--- src/rtl/posit_to_float_4.sv ---
// 4-stage posit<32,2> to IEEE-754 binary32 converter.
// r0 latches the operand, r1 decodes regime/exponent/fraction, r2 rounds (RNE), r3 packs.
module posit_to_float_4 #(
  parameter int NBITS = 32,
  parameter int ES    = 2,
  parameter int FBITS = 23
) (
  input  logic             clk,
  input  logic             rst_n,
  input  logic             start,
  input  logic [NBITS-1:0] in,
  output logic [31:0]      result,
  output logic             nar,
  output logic             zero,
  output logic             done
);
  localparam int STAGES = 3;
  localparam int TW     = NBITS - 3;   // bits that can follow the first regime bit and its terminator
  localparam int XW     = TW - ES;     // 27 posit fraction bits at most

  typedef struct packed {
    logic              sign;
    logic              zero;
    logic              nar;
    logic signed [8:0] scale;
    logic [XW-1:0]     frac;
  } dec_t;

  typedef struct packed {
    logic              sign;
    logic              zero;
    logic              nar;
    logic signed [8:0] scale;
    logic [FBITS-1:0]  frac;
  } rnd_t;

  logic [STAGES:0]   vld_pipe;
  logic [NBITS-1:0]  in_q;
  dec_t              dec_d, dec_q;
  rnd_t              rnd_d, rnd_q;

  // r0
  always_ff @(posedge clk or negedge rst_n) begin
    if (!rst_n) begin
      vld_pipe <= '0;
      in_q     <= '0;
    end else begin
      vld_pipe <= {vld_pipe[STAGES-1:0], start};
      in_q     <= in;
    end
  end

  // r1 decode
  logic [NBITS-2:0]  body, run_x;
  logic [5:0]        run;
  logic signed [6:0] k;
  logic [TW-1:0]     tail;

  always_comb begin
    body  = in_q[NBITS-1] ? ((NBITS-1)'(0) - in_q[NBITS-2:0]) : in_q[NBITS-2:0];
    run_x = body[NBITS-2] ? ~body : body;
    // run = leading count of bits equal to body[30]; 31 when the regime fills the word
    run   = 6'd31;
    for (int i = 0; i < NBITS-1; i++)
      if (run_x[i]) run = 6'(NBITS-2-i);
    k     = body[NBITS-2] ? ($signed({1'b0, run}) - 7'sd1) : -$signed({1'b0, run});
    tail  = body[TW-1:0] << (run - 6'd1);
    dec_d.sign  = in_q[NBITS-1];
    dec_d.zero  = (in_q == '0);
    dec_d.nar   = (in_q == {1'b1, {(NBITS-1){1'b0}}});
    dec_d.scale = {k, tail[TW-1 -: ES]};   // 4k + e
    dec_d.frac  = tail[XW-1:0];
  end

  always_ff @(posedge clk or negedge rst_n) begin
    if (!rst_n) dec_q <= '0;
    else        dec_q <= dec_d;
  end

  // r2 round to nearest even, 27 -> 23 fraction bits
  logic            inc;
  logic [FBITS:0]  fsum;

  always_comb begin
    inc  = dec_q.frac[3] & (dec_q.frac[4] | (|dec_q.frac[2:0]));
    fsum = {1'b0, dec_q.frac[XW-1:4]} + {{FBITS{1'b0}}, inc};
    rnd_d.sign  = dec_q.sign;
    rnd_d.zero  = dec_q.zero;
    rnd_d.nar   = dec_q.nar;
    rnd_d.scale = fsum[FBITS] ? dec_q.scale + 9'sd1 : dec_q.scale;
    rnd_d.frac  = fsum[FBITS] ? '0 : fsum[FBITS-1:0];
  end

  always_ff @(posedge clk or negedge rst_n) begin
    if (!rst_n) rnd_q <= '0;
    else        rnd_q <= rnd_d;
  end

  // r3 pack; outputs hold between valid results
  logic [8:0] bexp;
  assign bexp = rnd_q.scale + 9'sd127;

  always_ff @(posedge clk or negedge rst_n) begin
    if (!rst_n) begin
      result <= '0;
      nar    <= 1'b0;
      zero   <= 1'b0;
    end else if (vld_pipe[STAGES-1]) begin
      nar  <= rnd_q.nar;
      zero <= rnd_q.zero;
      if (rnd_q.nar)       result <= 32'h7FC0_0000;
      else if (rnd_q.zero) result <= 32'h0000_0000;
      else                 result <= {rnd_q.sign, bexp[7:0], rnd_q.frac};
    end
  end

  assign done = vld_pipe[STAGES];
endmodule

--- config.mk ---
export PLATFORM = sky130hd
export DESIGN_NAME = posit_to_float_4
export DESIGN_NICKNAME = d
export VERILOG_FILES = /design/src/rtl/posit_to_float_4.sv
export SDC_FILE = /design/constraint.sdc
export NUM_CORES = 1
export LEC_CHECK = 0
export ABC_AREA = 1
export CAP_MARGIN = 20
export CORE_ASPECT_RATIO = 0.6
export CORE_MARGIN = 1.5
export CORE_UTILIZATION = 50
export CTS_BUF_LIST = sky130_fd_sc_hd__clkbuf_16
export DETAILED_ROUTE_END_ITERATION = 8
export PLACE_DENSITY = 0.71
export SYNTH_ARGS = -nofsm -noshare
export SYNTH_HDL_FRONTEND = slang
export SYNTH_SLANG_ARGS = --single-unit
--- constraint.sdc ---
create_clock -name clk -period 6.9 [get_ports clk]
set_input_delay 1.035 -clock clk [delete_from_list [all_inputs] [get_ports clk]]
set_output_delay 1.035 -clock clk [all_outputs]
set_load 0.05 [all_outputs]
==> summary.txt, run 1 <==
Status
  • Status: completed

Yosys
  • Top post-synthesis cells by area: dfrtp_1 45%, nand3_1 13%, nand2_1 11%, xor2_1 6.0%, nor2_1 3.9%
  • Synth top area share: about 45%
  • Post-synthesis sequential area ratio: 44.84%
  • Area leader, netlist: dfrtp_1
  • Synth Instances: 981
  • Post-Syn Area: between 7000 and 8000 um^2
  • Netlist cell types: 43
  • Average cell area after synthesis: approximately 8.1 um^2
  • Synthesized net count: just over 1000
  • Ys Warns: 0
  • FF+latch count, synth: between 100 and 150

Drt
  • Drt wl/cell: around 16 um
  • ANT nets after route: 0
  • Initial DRC count: between 800 and 900
  • DRC: 0
  • Vias: a little under 7000
  • Routed WL: roughly 20000 um
  • Vias per cell: about 5.5
  • Pre-antenna DRT Iters: 6

Timing
  • Final Cycle Share: 79.60%
  • FMAX: approximately 180 MHz
  • Setup TNS: 0 ns
  • RSZ-0062 raised after global routing: no
  • Pins Over Slew Limit: 0
  • Fin crit period: roughly 5.5 ns
  • Worst Tran Pin Value: between 0.8 and 0.9 ns
  • Final hold vios: 0
  • Rel. slew slack: between 40% and 50%
  • Clock skew: about 0.015 ns
  • PnR worst setup slack: 1.408 ns
  • Endpoints failing setup: 0

Floorplan
  • Die W: about 170 um
  • Io pins: 70
  • Num rows: 35
  • Die area: 16640 um^2
  • Initial Util: between 50% and 60%
  • Die Y: about 100 um
  • Core area: 15410 um^2

Clocking
  • Total clock sinks: between 100 and 150
  • Gates resized, CTS repair: 0
  • Skew-Pair Late Insertion Delay: 0.43 ns
  • Total setup buffers inserted after CTS: 0
  • TritonCTS Buffers: 17
  • Reg clk slew, reported paths: about 0.07 ns
  • H-tree depth: 4
  • Root Driver: clkbuf_16
  • CTS Buffer Depth: 2
  • CTS Hold Bufs: 0
  • CTS tree: done

Setup path
  • WP data arrival: approximately 5.8 ns
  • Max incr delay on CP: roughly 0.44 ns
  • R2r setup slk: about 1.4 ns
  • Setup CP Type: flop to flop
  • Worst reg2reg path depth: 47
  • Top Family by Delay on Critical Path: simple AND/OR/NAND/NOR gates
  • Critical R2R Capture: dec_q[12]
  • Crit. End Element: flop
  • Crit-path slowest cell: dfrtp_1
  • Startpoint types: flop
  • WP buf/inv: 4
  • Most used cell, CP: nand2_1
  • Reg2reg start: in_q[0]
  • Worst EP required: 7.18 ns
  • Highest net fanout along the worst path: 32

Hold path
  • Worst Hold Path EP: rnd_q[34]
  • Hold path start: dec_q[38]
  • HP Class: flop to flop
  • WHS Path Cells: 0

GRT
  • Initial antenna violation count: 1
  • Total gr overflow: 0
  • GRT Total Usage: 25.65%
  • Wire length of the first global-routing pass: about 33000 um
  • Pin count of the biggest net entering global routing: between 90 and 100
  • Vias in the first global route: roughly 6400

Pwr
  • Peak VDD IR: approximately 0.26 mV
  • LEAKAGE: roughly 4.3 nW
  • Pwr Density: approximately 400 nW/um^2

Placed design
  • Worst slack, placed: between 1.5 and 2 ns
  • Final GP Congestion: roughly 0.9
  • IO buf count: ~70
  • Post-detail-place hpwl: 14340 um

Flow run
  • Max-Cap Viols: 0

Cells and area
  • Area grow syn2layout: 18.31%
  • Final nets: approximately 1100
  • Share of layout cells above drive strength 1: under 10%
  • ANT cells: 0
  • Final Core Density: about three fifths
synth_stat cells, drive strengths merged:
cell type / n
a211o: 1
a211oi: 1
a21oi: 12
a31oi: 4
and2: 2
and3: 2
buf: 27
clkbuf: 14
clkinv: 1
dfrtp: 142
ha: 6
inv: 65
nand2: 231
nand3: 200
nand3b: 2
nand4: 13
nor2: 87
nor3: 19
nor4: 7
o211ai: 10
o21ai: 37
o21bai: 2
o31ai: 4
or2: 2
or3: 1
xnor2: 33
xor2: 56
flip-flops by register name, indices dropped and copies added (netlist names):
signal / flops
dec_q: 38
in_q: 32
nar: 1
result: 32
rnd_q: 34
vld_pipe: 4
zero: 1
per-stage QoR:
step | hold WS [ns] | instance area (um^2) | std cells | total power [W]
final | 0.3477 | 9376 | 1255 | 0.003848
after global routing | 0.3606 | 9376 | 1255 | 0.004096
after CTS | 0.3516 | 9376 | 1255 | 0.003837
after detailed placement | 0.3365 | 8732 | 1223 | 0.002813
after global placement | 0.3334 | 8732 | 1223 | 0.002798
after floorplan | 0.3312 | 7925 | 981 | 0.002361
layout by cell type (no fill, tap or decap), drive strengths merged, types with 10 or more instances in the layout:
cell             n
a21oi           12
o211ai          10
clkbuf          17
nand2          231
buf             12
xor2            56
xnor2           33
clkdlybuf4s50   68
nand3          200
o21ai           37
nor3            19
dfrtp          142
nand4           13
nor2            87
inv             74
cell families (layout without fill, tap and decap cells):
| logic type | count (synthesis) | after routing | synth area share (%) |
|---|---|---|---|
| flops | 142 | 142 | 44.84 |
| fa+ha+maj | 6 | 6 | 0.9472 |
| xor+xnor | 89 | 89 | 10.50 |
| buf+inv | 107 | 178 | 6.015 |
| compound gates | 71 | 71 | 5.178 |
| simple gates | 566 | 566 | 32.52 |
final cells by class:
type / count / area [um^2]
Inverter: 66 / 247.7
Clock buffer: 17 / 425.4
Sequential cell: 142 / 3553
Clock inverter: 15 / 219.0
Fill cell: 1353 / 6038
Multi-Input combinational cell: 732 / 3902
Timing Repair Buffer: 80 / 774.5
Tap cell: 203 / 254.0
power breakdown:
part	switching, W	total [W]	internal (W)	leakage, nW
logic	0.00105	0.00156	0.000515	2.32
registers	0.000188	0.00128	0.00109	1.72
clock network	0.000415	0.00101	0.000591	0.313
how the worst max path moves through the flow:
stage	startpoint	end	slack, ns	cells past startpoint
2_1_floorplan	in_q[0]	dec_q[25]	2.51	48
3_3_place_gp	in_q[0]	dec_q[12]	1.62	47
3_5_place_dp	in_q[0]	dec_q[28]	1.58	47
4_1_cts	in_q[0]	dec_q[28]	1.53	47
5_1_grt	in_q[0]	dec_q[12]	0.78	47
6_report	in_q[0]	dec_q[12]	1.41	47
routing by layer:
layer / up-vias / GRT usage, % / share of wire [%]
met5: - / 0 / 0
met4: 0 / 7.555 / 1.3
met3: 32 / 5.800 / 8.8
met2: 300 / 33.81 / 39
met1: 3268 / 41.03 / 51
li1: 3349 / - / -
(Power assumes the default switching activity.)
==> run 2, diff against run 1 <==
- PLACE_DENSITY: 0.71 -> 0.73
- clock period: 6.9 -> 4.7 ns (I/O delays scaled with it)
==> summary.txt, run 2 (synthesized netlist as in run 1, its figures left out) <==
Clocking
  • CTS Hold Bufs: 0 (unchanged)
  • Skew-Pair Late Insertion Delay: 0.42 ns (was 0.43 ns)
  • TritonCTS Buffers: 17 (unchanged)
  • Reg clk slew, reported paths: 0.07 ns (about the same)
  • H-tree depth: 4 (unchanged)
  • Root Driver: clkbuf_16 (unchanged)
  • CTS Buffer Depth: 2 (unchanged)
  • Total clock sinks: 142 (unchanged)
  • CTS tree: done (unchanged)

GRT
  • Initial antenna violation count: 0 (was 1)
  • Pin count of the biggest net entering global routing: 101 (was 92)
  • Vias in the first global route: 6499 (was 6385)
  • Total gr overflow: 0 (unchanged)
  • GRT Total Usage: 25.66% (was 25.65%)
  • Wire length of the first global-routing pass: 32960 um (was 32940 um)

Setup path
  • CP Depth: 46 (was 47)
  • Startpoint types: flop (unchanged)
  • Setup CP Type: flop to flop (unchanged)
  • Highest net fanout along the worst path: 11 (was 32)
  • WP data arrival: 4.72 ns (was 5.78 ns)
  • Most used cell, CP: nand2_1 (unchanged)
  • Worst EP required: 5.00 ns (was 7.18 ns)
  • Crit-path slowest cell: dfrtp_1 (unchanged)
  • Worst reg2reg path depth: 46 (was 47)
  • Reg2reg start: in_q[26] (was in_q[0])
  • Max incr delay on CP: 0.41 ns (was 0.44 ns)
  • WP buf/inv: 4 (unchanged)
  • Crit path capture: dec_q[22] (was dec_q[12])
  • Worst setup path startpoint: in_q[26] (was in_q[0])
  • Critical R2R Capture: dec_q[22] (was dec_q[12])
  • Crit. End Element: flop (unchanged)
  • R2r setup slk: 0.28 ns (was 1.41 ns)
  • Top Family by Delay on Critical Path: simple AND/OR/NAND/NOR gates (unchanged)

Drt
  • ANT nets after route: 0 (unchanged)
  • Initial DRC count: 813 (was 853)
  • DRC: 0 (unchanged)
  • Routed WL: 20380 um (was 19640 um)
  • Vias per cell: 5.552 (was 5.537)
  • Vias: 7118 (was 6949)
  • Drt wl/cell: 15.90 um (was 15.65 um)
  • Pre-antenna DRT Iters: 5 (was 6)

Placed design
  • IO buf count: 69 (unchanged)
  • Final GP Congestion: 0.8997 (was 0.8969)
  • Post-detail-place hpwl: 14190 um (was 14340 um)

Timing
  • Final Cycle Share: 94.10% (was 79.60%)
  • Endpoints failing setup: 0 (unchanged)
  • Rel. slew slack: 40.25% (was 46.04%)
  • Clock skew: 0.01196 ns (was 0.01475 ns)
  • FMAX: 226.1 MHz (was 182.1 MHz)
  • Pins Over Slew Limit: 0 (unchanged)
  • Final hold vios: 0 (unchanged)
  • Worst Tran Pin Value: 0.8962 ns (was 0.8082 ns)
  • Fin crit period: 4.423 ns (was 5.492 ns)
  • Hold slack: 0.3515 ns (was 0.3477 ns)

Pwr
  • Peak VDD IR: 0.3833 mV (was 0.2598 mV)
  • Switching Share: 42.76% (was 42.87%)
  • Comb power frac: 43.5% (was 40.6%)
  • Seq pwr share: 32.0% (was 33.3%)
  • Pint: 0.003325 W (was 0.002198 W)
  • NetSw: 0.002484 W (was 0.001649 W)
  • LEAKAGE: 4.530 nW (was 4.344 nW)
  • Clk pwr share: 24.5% (was 26.1%)
  • PnR Total Power: 0.005810 W (was 0.003848 W)
  • Pwr Density: 591.3 nW/um^2 (was 410.4 nW/um^2)

Floorplan
  • Die area: 16640 um^2 (unchanged)
  • Initial Util: 51.41% (unchanged)
  • Die Y: 100.5 um (unchanged)
  • Core area: 15410 um^2 (unchanged)
  • Die W: 165.5 um (unchanged)
  • Num rows: 35 (unchanged)
  • Io pins: 70 (unchanged)

Cells and area
  • Share of layout cells above drive strength 1: 11.58% (was 7.319%)
  • Largest register FFs: 38 (unchanged)
  • Final nets: 1107 (was 1080)
  • Commonest non-fill, non-tap cells in the layout: 220 x nand2_1, 192 x nand3_1, 142 x dfrtp_1 (was 223 x nand2_1, 199 x nand3_1, 142 x dfrtp_1)
  • Most common cell after layout, fill and taps aside: nand2_1 (unchanged)
  • ANT cells: 0 (unchanged)
  • Top Registers: dec_q x38, rnd_q x34 (unchanged)
  • Area grow syn2layout: 23.97% (was 18.31%)
  • Largest Register: dec_q (unchanged)

Flow run
  • Max-Cap Viols: 0 (unchanged)

Hold path
  • HP Class: flop to flop (unchanged)

Status
  • Status: completed (unchanged)
run 2: worst reg2reg max path, delay by kind of cell, from the launching register on:
family / cells / cell delay, ns
xor gates and xnor gates: 1 / 0.16
adders and majority gates: 1 / 0.18
buffers and inverters: 4 / 0.48
DFF: 1 / 0.41
and+or+nand+nor: 40 / 3.08
run 2: layout make-up:
class / count / area (um^2)
repair inverters: 2 / 17.52
well taps: 203 / 254.0
fillers: 1298 / 5590
clock inverters: 15 / 191.4
clock buffers: 17 / 425.4
inverters: 66 / 272.8
flip-flops and latches: 142 / 3553
multi-input cells: 733 / 4041
repair buffers: 104 / 1069
run 2: stage by stage:
stage | std cells | setup slack (ns) | cell area [um^2] | utilization [%] | TNS (ns)
after floorplan | 981 | 0.3072 | 7925 | - | 0
after global placement | 1237 | 0.1843 | 8862 | 57.49 | 0
after detailed placement | 1237 | 0.05050 | 8862 | 57.49 | 0
after CTS | 1269 | 0.002042 | 9489 | 61.56 | 0
after global routing | 1282 | -0.04768 | 9824 | 63.73 | -0.3517
final | 1282 | 0.2771 | 9824 | 63.73 | 0
run 2: layer usage:
layer	global-route usage, %	vias to the layer above	part of all wire, %
li1	-	3408	-
met4	6.387	0	1.3
met5	0	-	0
met1	39.15	3373	48
met2	36.25	305	42
met3	6.335	32	8.3
run 2: worst min-delay path by stage:
stage | start | end | slack [ns] | depth (start not counted)
CTS | vld_pipe[0] | vld_pipe[1] | 0.35 | 0
floorplan | dec_q[36] | rnd_q[32] | 0.33 | 0
global route | dec_q[38] | rnd_q[34] | 0.37 | 0
global placement | vld_pipe[1] | vld_pipe[2] | 0.33 | 0
detailed placement | vld_pipe[0] | vld_pipe[1] | 0.34 | 0
finish | vld_pipe[0] | vld_pipe[1] | 0.35 | 0
run 2: what timing repair did:
action / CTS / global route
gates cloned: 0 / 5
buffers inserted: 0 / 8
pin swaps: 0 / 7
gates resized for setup: 3 / 46
endpoints found under the setup margin: 7 / 31
run 2: power groups by stage:
| stage | Combinational, W | Clock (W) | Sequential, W |
|---|---|---|---|
| global route | 0.00276 | 0.00150 | 0.00191 |
| finish | 0.00253 | 0.00142 | 0.00186 |
| detailed placement | 0.00227 | 0 | 0.00187 |
| CTS | 0.00230 | 0.00144 | 0.00186 |
| global placement | 0.00225 | 0 | 0.00186 |
| floorplan | 0.00128 | 0 | 0.00219 |
==> run 3, diff against run 2 <==
- CAP_MARGIN: 20 -> unset
- CELL_PAD_IN_SITES_DETAIL_PLACEMENT: unset -> 0
- CELL_PAD_IN_SITES_GLOBAL_PLACEMENT: unset -> 1
- CORE_UTILIZATION: 50 -> 39
- CTS_CLUSTER_SIZE: unset -> 14
- PLACE_DENSITY: 0.73 -> unset
- PLACE_DENSITY_LB_ADDON: unset -> 0.1
==> summary.txt, run 3 (synthesized netlist as in run 1, its figures left out) <==
Setup path
  • WP data arrival: 4.65 ns (was 4.72 ns)
  • Top Family by Delay on Critical Path: simple AND/OR/NAND/NOR gates (unchanged)
  • Setup CP Type: flop to flop (unchanged)
  • Worst reg2reg path depth: 48 (was 46)
  • Max incr delay on CP: 0.38 ns (was 0.41 ns)
  • Crit. End Element: flop (unchanged)
  • Crit path capture: dec_q[25] (was dec_q[22])
  • R2r setup slk: 0.37 ns (was 0.28 ns)
  • Reg2reg start: in_q[1] (was in_q[26])
  • Startpoint types: flop (unchanged)
  • Most used cell, CP: nand2_1 (unchanged)
  • Worst setup path startpoint: in_q[1] (was in_q[26])
  • Worst EP required: 5.02 ns (was 5.00 ns)
  • Crit-path slowest cell: dfrtp_1 (unchanged)
  • WP buf/inv: 5 (was 4)
  • Critical R2R Capture: dec_q[25] (was dec_q[22])
  • Highest net fanout along the worst path: 14 (was 11)
  • CP Depth: 48 (was 46)

Timing
  • Clock skew: 0.006343 ns (was 0.01196 ns)
  • FMAX: 231.0 MHz (was 226.1 MHz)
  • Fin crit period: 4.329 ns (was 4.423 ns)
  • Rel. slew slack: 37.22% (was 40.25%)
  • RSZ-0062 raised after global routing: yes
  • Hold slack: 0.3475 ns (was 0.3515 ns)
  • Worst Tran Pin Value: 0.9417 ns (was 0.8962 ns)
  • Final hold vios: 0 (unchanged)
  • Endpoints failing setup: 0 (unchanged)
  • Final Cycle Share: 92.10% (was 94.10%)
  • Pins Over Slew Limit: 0 (unchanged)

Hold path
  • HP Class: flop to flop (unchanged)
  • WHS Path Cells: 0 (unchanged)

Cells and area
  • Register area: 3555 um^2 (was 3553 um^2)
  • Share of layout cells above drive strength 1: 12.88% (was 11.58%)
  • Multi-input gate area: 4079 um^2 (was 4041 um^2)
  • Finished Cell Area: 10010 um^2 (was 9824 um^2)
  • Fillers: 1910 (was 1298)
  • Largest register FFs: 38 (unchanged)
  • Most common cell after layout, fill and taps aside: nand2_1 (unchanged)
  • Largest Register: dec_q (unchanged)
  • Top Registers: dec_q x38, rnd_q x34 (unchanged)
  • Area grow syn2layout: 26.35% (was 23.97%)
  • Commonest non-fill, non-tap cells in the layout: 222 x nand2_1, 185 x nand3_1, 141 x dfrtp_1 (was 220 x nand2_1, 192 x nand3_1, 142 x dfrtp_1)
  • Final nets: 1117 (was 1107)
  • ANT cells: 0 (unchanged)

Floorplan
  • Num rows: 40 (was 35)
  • Initial Util: 39.69% (was 51.41%)
  • Core area: 19970 um^2 (was 15410 um^2)
  • Die area: 21210 um^2 (was 16640 um^2)
  • Io pins: 70 (unchanged)
  • Die Y: 113.4 um (was 100.5 um)
  • Die W: 187.0 um (was 165.5 um)

Status
  • Status: completed (unchanged)

Drt
  • Drt wl/cell: 15.41 um (was 15.90 um)
  • Routed WL: 20950 um (was 20380 um)
  • Vias: 6888 (was 7118)
  • ANT nets after route: 0 (unchanged)
  • Initial DRC count: 632 (was 813)
  • Pre-antenna DRT Iters: 5 (unchanged)
  • DRC: 0 (unchanged)
  • Vias per cell: 5.065 (was 5.552)

GRT
  • Total gr overflow: 0 (unchanged)
  • Initial antenna violation count: 0 (unchanged)
  • Wire length of the first global-routing pass: 34420 um (was 32960 um)
  • Vias in the first global route: 6504 (was 6499)
  • GRT Total Usage: 20.76% (was 25.66%)
  • Pin count of the biggest net entering global routing: 107 (was 101)

Clocking
  • Total clock sinks: 142 (unchanged)
  • Root Driver: clkbuf_16 (unchanged)
  • CTS tree: done (unchanged)
  • H-tree depth: 4 (unchanged)
  • TritonCTS Buffers: 17 (unchanged)
  • Skew-Pair Late Insertion Delay: 0.43 ns (was 0.42 ns)
  • CTS Hold Bufs: 0 (unchanged)
  • Reg clk slew, reported paths: 0.06 ns (was 0.07 ns)
  • CTS Buffer Depth: 2 (unchanged)

Placed design
  • Post-detail-place hpwl: 15540 um (was 14190 um)
  • Final GP Congestion: 0.9169 (was 0.8997)
  • DP Area: 9055 um^2 (was 8862 um^2)
  • IO buf count: 69 (unchanged)

Pwr
  • PnR Total Power: 0.005803 W (was 0.005810 W)
  • Pwr Density: 579.5 nW/um^2 (was 591.3 nW/um^2)
  • Peak VDD IR: 0.3242 mV (was 0.3833 mV)
  • LEAKAGE: 4.602 nW (was 4.530 nW)

Flow run
  • Max-Cap Viols: 0 (unchanged)
-- run 3: cell count changes in the layout (fill, tap and decap cells not counted), moves of 3 or more --
cell and delta:
clkinv_2 +3, inv_6 -3, buf_4 +9, inv_8 -5, nand3_1 -7, bufinv_16 +3, nand3_2 +7
-- run 3: per-layer routing --
metal,up-vias,part of all wire (%),GRT usage (%)
met2,215,37,27.26
li1,3427,-,-
met3,20,7.2,4.400
met1,3226,55,33.72
met5,-,0,0
met4,0,0.92,4.892
-- run 3: how the worst min path moves through the flow --
stage,from,endpoint
after CTS,vld_pipe[1],vld_pipe[2]
after global routing,dec_q[38],rnd_q[34]
after detailed placement,vld_pipe[1],vld_pipe[2]
after global placement,vld_pipe[1],vld_pipe[2]
after floorplan,dec_q[36],rnd_q[32]
final,vld_pipe[0],vld_pipe[1]
-- run 3: layout make-up --
type | instances | area share, %
inverters | 66 | 2.599
clock buffers | 17 | 4.248
repair buffers | 114 | 11.41
clock inverters | 13 | 1.962
well taps | 273 | 3.411
repair inverters | 2 | 0.1374
flip-flops and latches | 142 | 35.50
multi-input cells | 733 | 40.73
-- run 3: stage by stage --
step	setup WS, ns	cells	util, %	setup TNS [ns]
floorplan	0.3072	981	-	0
global placement	0.006240	1319	45.34	0
detailed placement	0.02383	1319	45.34	0
CTS	0.01527	1349	48.48	0
global route	-0.02544	1360	50.14	-0.1853
finish	0.3714	1360	50.14	0
-- run 3: what timing repair did --
action / CTS / global route
cloned: 0 / 4
endpoints found under the setup margin: 1 / 30
pin swaps: 0 / 4
resized for setup: 1 / 51
buffers inserted: 0 / 7
-- run 3: power breakdown --
group          total [W]  leakage (nW)  switching (W)  internal [W]
Sequential       0.00186          1.71       0.000257       0.00161
Combinational    0.00249          2.58        0.00159      0.000905
Clock            0.00145         0.306       0.000518      0.000930
